File: src/rtl/ram_ctrl_pkg.sv
// Shared definitions for the single-port RAM request controller.
//   RAM_ADDR_W / RAM_DATA_W : default RAM geometry (16 x 8-bit)
//   REQ_A / REQ_B           : requester ids carried in the response tag
//   tag_t                   : in-flight tag {rd, id} riding the RAM latency
package ram_ctrl_pkg;

    localparam int RAM_ADDR_W = 4;
    localparam int RAM_DATA_W = 8;

    localparam logic REQ_A = 1'b0;
    localparam logic REQ_B = 1'b1;

    typedef struct packed {
        logic rd;   // slot carries a read that must be answered
        logic id;   // requester that issued it
    } tag_t;

    localparam tag_t TAG_IDLE = '{rd: 1'b0, id: REQ_A};

endpackage

File: src/rtl/rr_arbiter2.sv
// Two-input round-robin arbiter.
//   clk, rst_n : clock, async active-low reset
//   req[1:0]   : request lines (bit 0 = A, bit 1 = B)
//   gnt[1:0]   : one-hot grant, combinational, never without matching req
// A tie goes to the requester favoured by the pointer; the pointer then
// flips to favour the other one. Any grant counts as an accept since the
// grant is the ready of a valid/ready handshake.
module rr_arbiter2 (
    input  logic       clk,
    input  logic       rst_n,
    input  logic [1:0] req,
    output logic [1:0] gnt
);

    logic prio_q, prio_d;   // 0: A wins a tie, 1: B wins a tie

    always_comb begin
        gnt    = 2'b00;
        prio_d = prio_q;
        case (req)
            2'b01:   gnt = 2'b01;
            2'b10:   gnt = 2'b10;
            2'b11:   gnt = prio_q ? 2'b10 : 2'b01;
            default: gnt = 2'b00;
        endcase
        if (gnt[0])      prio_d = 1'b1;
        else if (gnt[1]) prio_d = 1'b0;
    end

    always_ff @(posedge clk or negedge rst_n) begin
        if (!rst_n) prio_q <= 1'b0;
        else        prio_q <= prio_d;
    end

endmodule

File: src/rtl/ram_sp_arbiter.sv
// Two-requester front end for an external single-port synchronous-read RAM.
//   clk, reset_n                 : clock, async active-low reset
//   a_* / b_*                    : request (valid/ready/write/addr/wdata) and
//                                  read response (rvalid pulse + rdata)
//   ram_address/data_in/write_en : registered RAM port drive
//   ram_data_out                 : RAM read data (registered inside the RAM)
// Accepted request at edge E drives the RAM from flops; the RAM acts at E+1;
// the read data is steered back at E+2 using a tag that follows the request.
module ram_sp_arbiter
    import ram_ctrl_pkg::*;
#(
    parameter int ADDR_W = RAM_ADDR_W,
    parameter int DATA_W = RAM_DATA_W
) (
    input  logic              clk,
    input  logic              reset_n,
    input  logic              a_valid,
    output logic              a_ready,
    input  logic              a_write,
    input  logic [ADDR_W-1:0] a_addr,
    input  logic [DATA_W-1:0] a_wdata,
    output logic              a_rvalid,
    output logic [DATA_W-1:0] a_rdata,
    input  logic              b_valid,
    output logic              b_ready,
    input  logic              b_write,
    input  logic [ADDR_W-1:0] b_addr,
    input  logic [DATA_W-1:0] b_wdata,
    output logic              b_rvalid,
    output logic [DATA_W-1:0] b_rdata,
    output logic [ADDR_W-1:0] ram_address,
    output logic [DATA_W-1:0] ram_data_in,
    output logic              ram_write_en,
    input  logic [DATA_W-1:0] ram_data_out
);

    logic [1:0] gnt;

    rr_arbiter2 u_arb (
        .clk   (clk),
        .rst_n (reset_n),
        .req   ({b_valid, a_valid}),
        .gnt   (gnt)
    );

    assign a_ready = gnt[0];
    assign b_ready = gnt[1];

    logic [ADDR_W-1:0] ram_address_q, ram_address_d;
    logic [DATA_W-1:0] ram_data_in_q, ram_data_in_d;
    logic              ram_write_en_q, ram_write_en_d;
    tag_t              tag1_q, tag1_d, tag2_q, tag2_d;
    logic              a_rvalid_q, a_rvalid_d, b_rvalid_q, b_rvalid_d;
    logic [DATA_W-1:0] a_rdata_q, a_rdata_d, b_rdata_q, b_rdata_d;

    logic              sel_write;
    logic [ADDR_W-1:0] sel_addr;
    logic [DATA_W-1:0] sel_wdata;

    always_comb begin
        sel_write      = gnt[1] ? b_write : a_write;
        sel_addr       = gnt[1] ? b_addr  : a_addr;
        sel_wdata      = gnt[1] ? b_wdata : a_wdata;

        ram_address_d  = ram_address_q;
        ram_data_in_d  = ram_data_in_q;
        ram_write_en_d = 1'b0;
        tag1_d         = TAG_IDLE;
        if (|gnt) begin
            ram_address_d  = sel_addr;
            ram_data_in_d  = sel_wdata;
            ram_write_en_d = sel_write;
            tag1_d         = '{rd: ~sel_write, id: gnt[1]};
        end

        // Stage 1 is the RAM's own access cycle; the tag just moves along.
        tag2_d     = tag1_q;

        a_rvalid_d = tag2_q.rd && (tag2_q.id == REQ_A);
        b_rvalid_d = tag2_q.rd && (tag2_q.id == REQ_B);
        a_rdata_d  = a_rvalid_d ? ram_data_out : a_rdata_q;
        b_rdata_d  = b_rvalid_d ? ram_data_out : b_rdata_q;
    end

    always_ff @(posedge clk or negedge reset_n) begin
        if (!reset_n) begin
            ram_address_q  <= '0;
            ram_data_in_q  <= '0;
            ram_write_en_q <= 1'b0;
            tag1_q         <= TAG_IDLE;
            tag2_q         <= TAG_IDLE;
            a_rvalid_q     <= 1'b0;
            b_rvalid_q     <= 1'b0;
            a_rdata_q      <= '0;
            b_rdata_q      <= '0;
        end else begin
            ram_address_q  <= ram_address_d;
            ram_data_in_q  <= ram_data_in_d;
            ram_write_en_q <= ram_write_en_d;
            tag1_q         <= tag1_d;
            tag2_q         <= tag2_d;
            a_rvalid_q     <= a_rvalid_d;
            b_rvalid_q     <= b_rvalid_d;
            a_rdata_q      <= a_rdata_d;
            b_rdata_q      <= b_rdata_d;
        end
    end

    assign ram_address  = ram_address_q;
    assign ram_data_in  = ram_data_in_q;
    assign ram_write_en = ram_write_en_q;
    assign a_rvalid     = a_rvalid_q;
    assign b_rvalid     = b_rvalid_q;
    assign a_rdata      = a_rdata_q;
    assign b_rdata      = b_rdata_q;

endmodule

File: config.mk
export PLATFORM = sky130hd
export DESIGN_NAME = ram_sp_arbiter
export DESIGN_NICKNAME = d
export VERILOG_FILES = /design/src/rtl/ram_ctrl_pkg.sv /design/src/rtl/rr_arbiter2.sv /design/src/rtl/ram_sp_arbiter.sv
export SDC_FILE = /design/constraint.sdc
export NUM_CORES = 1
export LEC_CHECK = 0
export ABC_AREA = 1
export ABC_CLOCK_PERIOD_IN_PS = 1800
export CAP_MARGIN = 20
export CELL_PAD_IN_SITES_DETAIL_PLACEMENT = 1
export CELL_PAD_IN_SITES_GLOBAL_PLACEMENT = 2
export CORE_MARGIN = 1
export CORE_UTILIZATION = 24
export CTS_CLUSTER_DIAMETER = 80
export DETAILED_ROUTE_END_ITERATION = 10
export PLACE_DENSITY = 0.94
export SKIP_LAST_GASP = 1
export SYNTH_ARGS = -nofsm -noshare
export SYNTH_HDL_FRONTEND = slang
export SYNTH_HIERARCHICAL = 1
export SYNTH_SLANG_ARGS = --single-unit
File: constraint.sdc
create_clock -name clk -period 1.8 [get_ports clk]
set_input_delay 0.36 -clock clk [delete_from_list [all_inputs] [get_ports clk]]
set_output_delay 0.36 -clock clk [all_outputs]
set_load 0.005 [all_outputs]
* After elaboration in Yosys (flattened, before gate mapping)
Index checks and enable logic that the tools add are counted.
** Storage, ports and cells
- Output and inout bits :: 33
- Word-level logic and storage cells :: 30
- Bits in registers :: 36
- Input port bits :: 38
** Cells by class
- Mux-type cells :: 9
- Reduce and logical (&&, ||, !) cells :: 4
- Bitwise operators :: 2
- Equality and inequality tests :: 3
** Operator list (count)
- 2-to-1 mux 8 bit :: 1
- one-hot mux 2 bit (3 select lines) :: 1
- equality test 2 bit, second input constant :: 2
- 2-to-1 mux 1 bit :: 4
- 2-to-1 mux 2 bit :: 2
- 2-to-1 mux 4 bit :: 1
- equality test 2 x 1 -> 1 bit, second input constant :: 1
- logical AND 1 bit :: 2
- inverter 1 bit :: 2
- nonzero test 2 bit :: 1
- OR reduction 2 bit :: 1

* Logic depth before layout (Yosys ltp)
Gate-level depths: netlist of run 1.
- Depth after elaboration :: 5
- Gate-level depth with buffers :: 7
- Gate-level depth less buffers :: 7

* Cells and area by module
The synthesis of run 1 kept the hierarchy.
** By module, submodules not included
- ram_sp_arbiter :: sequential area each 875.8 µm², cells each 149, instances 1, area each 1418.9 µm²
- rr_arbiter2 :: sequential area each 25.0 µm², cells each 12, instances 1, area each 71.3 µm²

* Worst setup path before layout of run 1
OpenSTA, ideal clock, no wires.
- Kind :: register to register
- From :: register u_arb.prio_q
- To :: register ram_address_q[0], in the netlist ram_address[0]
- Stages on the path, launching flop included :: 7
- Library setup time :: 0.068 ns
- Clock period less this slack :: 1.126 ns
- Buffers on the path :: 1
- Arrival time :: 1.058 ns
- Required time :: 1.732 ns
- Slack :: 0.674 ns
- Path through :: dfrtp_1 nand2_1 nand2_1 nor2_2 buf_6 nand2_1 nand3_1
** Between the ends
- Cells in the longest elaborated chain, start to end :: 3
- Elaborated cells between the ends (all ways) :: 4
- Those cells by class :: 3 x mux; 1 x reduce/logical
** RTL lines
- start: declaration :: RTL line rr_arbiter2.sv:15 : logic prio_q, prio_d;
- start signal: assignment :: RTL line rr_arbiter2.sv:32 : else prio_q <= prio_d;
- 2-to-1 mux 2 bit * :: RTL line rr_arbiter2.sv:23 : 2'b11: gnt = prio_q ? 2'b10 : 2'b01;
- one-hot mux 2 bit (3 select lines) * :: RTL line rr_arbiter2.sv:20 : case (req)
- net b_ready :: RTL line ram_sp_arbiter.sv:25 : output logic b_ready,
- 2-to-1 mux 4 bit / OR reduction 2 bit (equally long branches) :: RTL line ram_sp_arbiter.sv:62, ram_sp_arbiter.sv:69
- end signal: assignment :: RTL line ram_sp_arbiter.sv:97 : ram_address_q <= ram_address_d;
- end: declaration :: RTL line ram_sp_arbiter.sv:49 : logic [ADDR_W-1:0] ram_address_q, ram_address_d;
The timed path passes the listed nets; every way through them passes the cells marked *.
A chain may end at the register's enable or synchronous reset.

* Worst setup path after layout of run 1
- From :: input a_valid
- To :: output a_ready
** Between the ends
- Cells in the longest elaborated chain, start to end :: 2
- Elaborated cells between the ends (all ways) :: 4
- Those cells by class :: 3 x eq/ne; 1 x mux
** RTL lines
- start: declaration :: RTL line ram_sp_arbiter.sv:17 : input logic a_valid,
- equality test 2 bit / equality test 2 x 1 -> 1 bit (equally long branches) :: RTL line rr_arbiter2.sv:20
- one-hot mux 2 bit (3 select lines) * :: RTL line rr_arbiter2.sv:20
- end: declaration :: RTL line ram_sp_arbiter.sv:18 : output logic a_ready,
Every way passes the cells marked *; elsewhere a longest branch is shown, timed or not.

==> flow_summary.yaml, run 1 <==
logic_synthesis:
  ys_seq_area_share_pct: 60.45
  synth_area_per_cell_um2: 9.256
  yosysMostFrequentCell: "nand2_1"
  synth_top_cell_area_share_pct: 60.45
  synth_edf_count: 0
  yosys-top-cells-count: "82 x nand2_1, 36 x dfrtp_1, 14 x nand3_1, 10 x nand3_2, 5 x inv_1"
  synth_xor_area_share_pct: 0
  synthesis.nets: 199
  synth_top_cell_by_area: "dfrtp_1"
  synth_top_family_by_area: "simple AND/OR/NAND/NOR gates"
  synth-adder-area-share_pct: 0
  syn_area_um2: 1490
  synthMuxAreaShare_pct: 0
  synth-simple-area-share_pct: 33.59
  yosys_warnings: 6
  synth_compound_area_share_pct: 0.9236
  yosys-top-cells-area: "dfrtp_1 60%, nand2_1 21%, nand3_2 6.7%, nand3_1 4.7%, buf_6 1.5%"
  syn_inst: 161
  synth-seq-cells: 36
  async_flop_share_pct: 100.0
  synth_ff_type: "dfrtp_1"
  synth.distinct_cells: 16
place:
  routabilityCongestion: 0.7639
  io_buffers: 70
  place_inst: 305
  dpl-instance-area_um2: 2272
  place_hpwl_mm: 3.266
worst_setup_path:
  worstRegToRegCells: 7
  path_max_fanout: 2
  reg2reg_from: "u_arb/prio_q"
  reg2reg_slack_ps: 400
  rr_endpoint: "tag1_q[1]"
  cp-start-kind: "input port"
  worstSetupEndpointType: "output pin"
  worstPathArrival_ps: 1280
  crit_type: "input port to output pin"
  required_ps: 1440
power:
  peakVddDrop_mv: 0.3932
  p_per_area_nw_per_um2: 1075
  leakage_nw: 1.123
  total_power_w: 0.002564
routing:
  post-route-drc-count: 0
  first_iter_violations: 22
  ant_nets: 0
  vias: 1364
  vias_per_cell: 4.358
  routed_wl_mm: 4.306
  first_pass_iters: 3
  wire_per_inst_um: 13.76
layout:
  stdcell_count: 313
  drive_gt1_share_pct: 12.18
  syn_to_final_growth_pct: 60.03
  final_net_count: 275
  final_cell_area_um2: 2385
  post-route-util_pct: 40.04
  antennaDiodeCount: 0
status:
  failed_checks: "negative hold slack"
  status: "complete, but fails checks"
sta:
  slew_viol_final: 0
  slew_headroom_pct: 71.44
  hold_slack_ps: -0.07311
  setup_viol: 0
  hold_violations: 1
  period_minus_slack_ps: 1641
  fmax_mhz: 609.4
  worst_pin_slew_ps: 428.4
  finClkSkew_ps: 6.078
  rsz0062_at_grt: "no"
  fin_crit_sh_pct: 91.16
global_route:
  use_met2_pct: 25.85
  grt-ovfl-total: 0
  grt-busiest-layer: "met2"
  antenna_found_initial: 0
  grt_usage_pct: 14.63
  met1_usage_pct: 16.89
  grt_pass1_wl_mm: 7.044
  grt_pass1_vias: 1460
  grt_max_degree: 20
  grt.met3_usage_pct: 3.933
clock_network:
  cts_buffers: 5
  cts_max_level: 2
  clk_pin_slew_ps: 70
  clk_latency_ps: 290
  cts-root-buf: "clkbuf_8"
  post_cts_buffers: 0
  clock_path_buffers: 2
  cts_tree: "yes"
  cts_sinks: 36
floorplan:
  row_count: 28
  die_w_um: 80.80
  initial_core_util_pct: 25.02
  pin_count: 71
  core_area_um2: 5956
  dieArea_um2: 6528
  dieHeight_um: 80.80
flow_run:
  max_cap_violations: 0
min_path:
  hold_path_class: "input port to asynchronous set/reset pin"
[metrics by stage]
stage,hold WS [ps],TNS (ps),setup slack (ps)
after detailed placement,335.3,-2683,-208.6
after global placement,327.1,-1116,-133.1
after floorplan,64.41,0,674.0
final,-0.07311,0,159.1
after CTS,8.204,-91.85,-91.85
after global routing,21.14,0,105.5
[sequential cells by signal, summed over array words and instances, names as in the netlist]
name          count
ram_address       4
u_arb/prio_q      1
ram_data_in       8
tag2_q            2
a_rvalid          1
b_rdata           8
ram_write_en      1
tag1_q            2
a_rdata           8
b_rvalid          1
[worst max path at each step]
| stage | slack, ps | cells after the start | start | end |
|---|---|---|---|---|
| 2_1_floorplan | 670 | 6 | u_arb/prio_q | ram_address[0] |
| 3_3_place_gp | -130 | 4 | b_valid | b_ready |
| 3_5_place_dp | -210 | 8 | a_valid | ram_address[2] |
| 4_1_cts | -90 | 5 | a_valid | b_ready |
| 5_1_grt | 110 | 4 | a_valid | a_ready |
| 6_report | 160 | 4 | a_valid | a_ready |
[layer usage]
metal,wire (um),share of wire [%]
met2,2134,50
met5,0,0
met1,1835,43
met4,61,1.4
met3,276,6.4
[power breakdown]
part           switching (W)  internal (W)  total, W
combinational       0.000304      0.000459  0.000762
clock               0.000291      0.000411  0.000702
sequential          0.000107      0.000993   0.00110
total               0.000701       0.00186   0.00256
[cells by family (layout without fill, tap and decap cells)]
group	count (synthesis)	after routing
compound gates	2	2
buf+inv	13	90
simple gates	110	110
flops	36	36
[final cells by class]
type | instances | area, um2
fillers | 713 | 3571
flip-flops and latches | 36 | 900.9
inverters | 7 | 26.28
well taps | 75 | 93.84
clock inverters | 2 | 35.03
multi-input cells | 112 | 523.0
clock buffers | 6 | 72.57
repair buffers | 75 | 733.2
[repair_timing]
action                     in CTS  in global routing
setup endpoints to repair       2                 12
gates resized for setup         2                  2
hold endpoints to repair        0                  0
hold buffers                    0                  0
[cell usage in the layout (no fill, tap or decap), drive strengths merged]
cell type,instances
nand2,83
nand3,24
a21oi,2
clkdlybuf4s50,66
clkinv,2
buf,6
nor2,3
dlygate4sd2,2
clkbuf,6
bufinv,1
dlymetal6s2s,1
dfrtp,36
inv,6
[critical path, cell delays in order]
cell             delay (ps)
clkdlybuf4s50_1         480
inv_1                    60
a21oi_2                 130
dlygate4sd2_1           250
(Power assumes the default switching activity.)
==> run 2, diff against run 1 <==
--- a/config.mk
+++ b/config.mk
@@ -7,7 +7,6 @@
 export LEC_CHECK = 0
 export ABC_AREA = 1
 export ABC_CLOCK_PERIOD_IN_PS = 1800
-export CAP_MARGIN = 20
 export CELL_PAD_IN_SITES_DETAIL_PLACEMENT = 1
 export CELL_PAD_IN_SITES_GLOBAL_PLACEMENT = 2
 export CORE_MARGIN = 1
==> results of run 2 <==
Same layout as run 1: the final DEF is identical, and so are final timing and power.
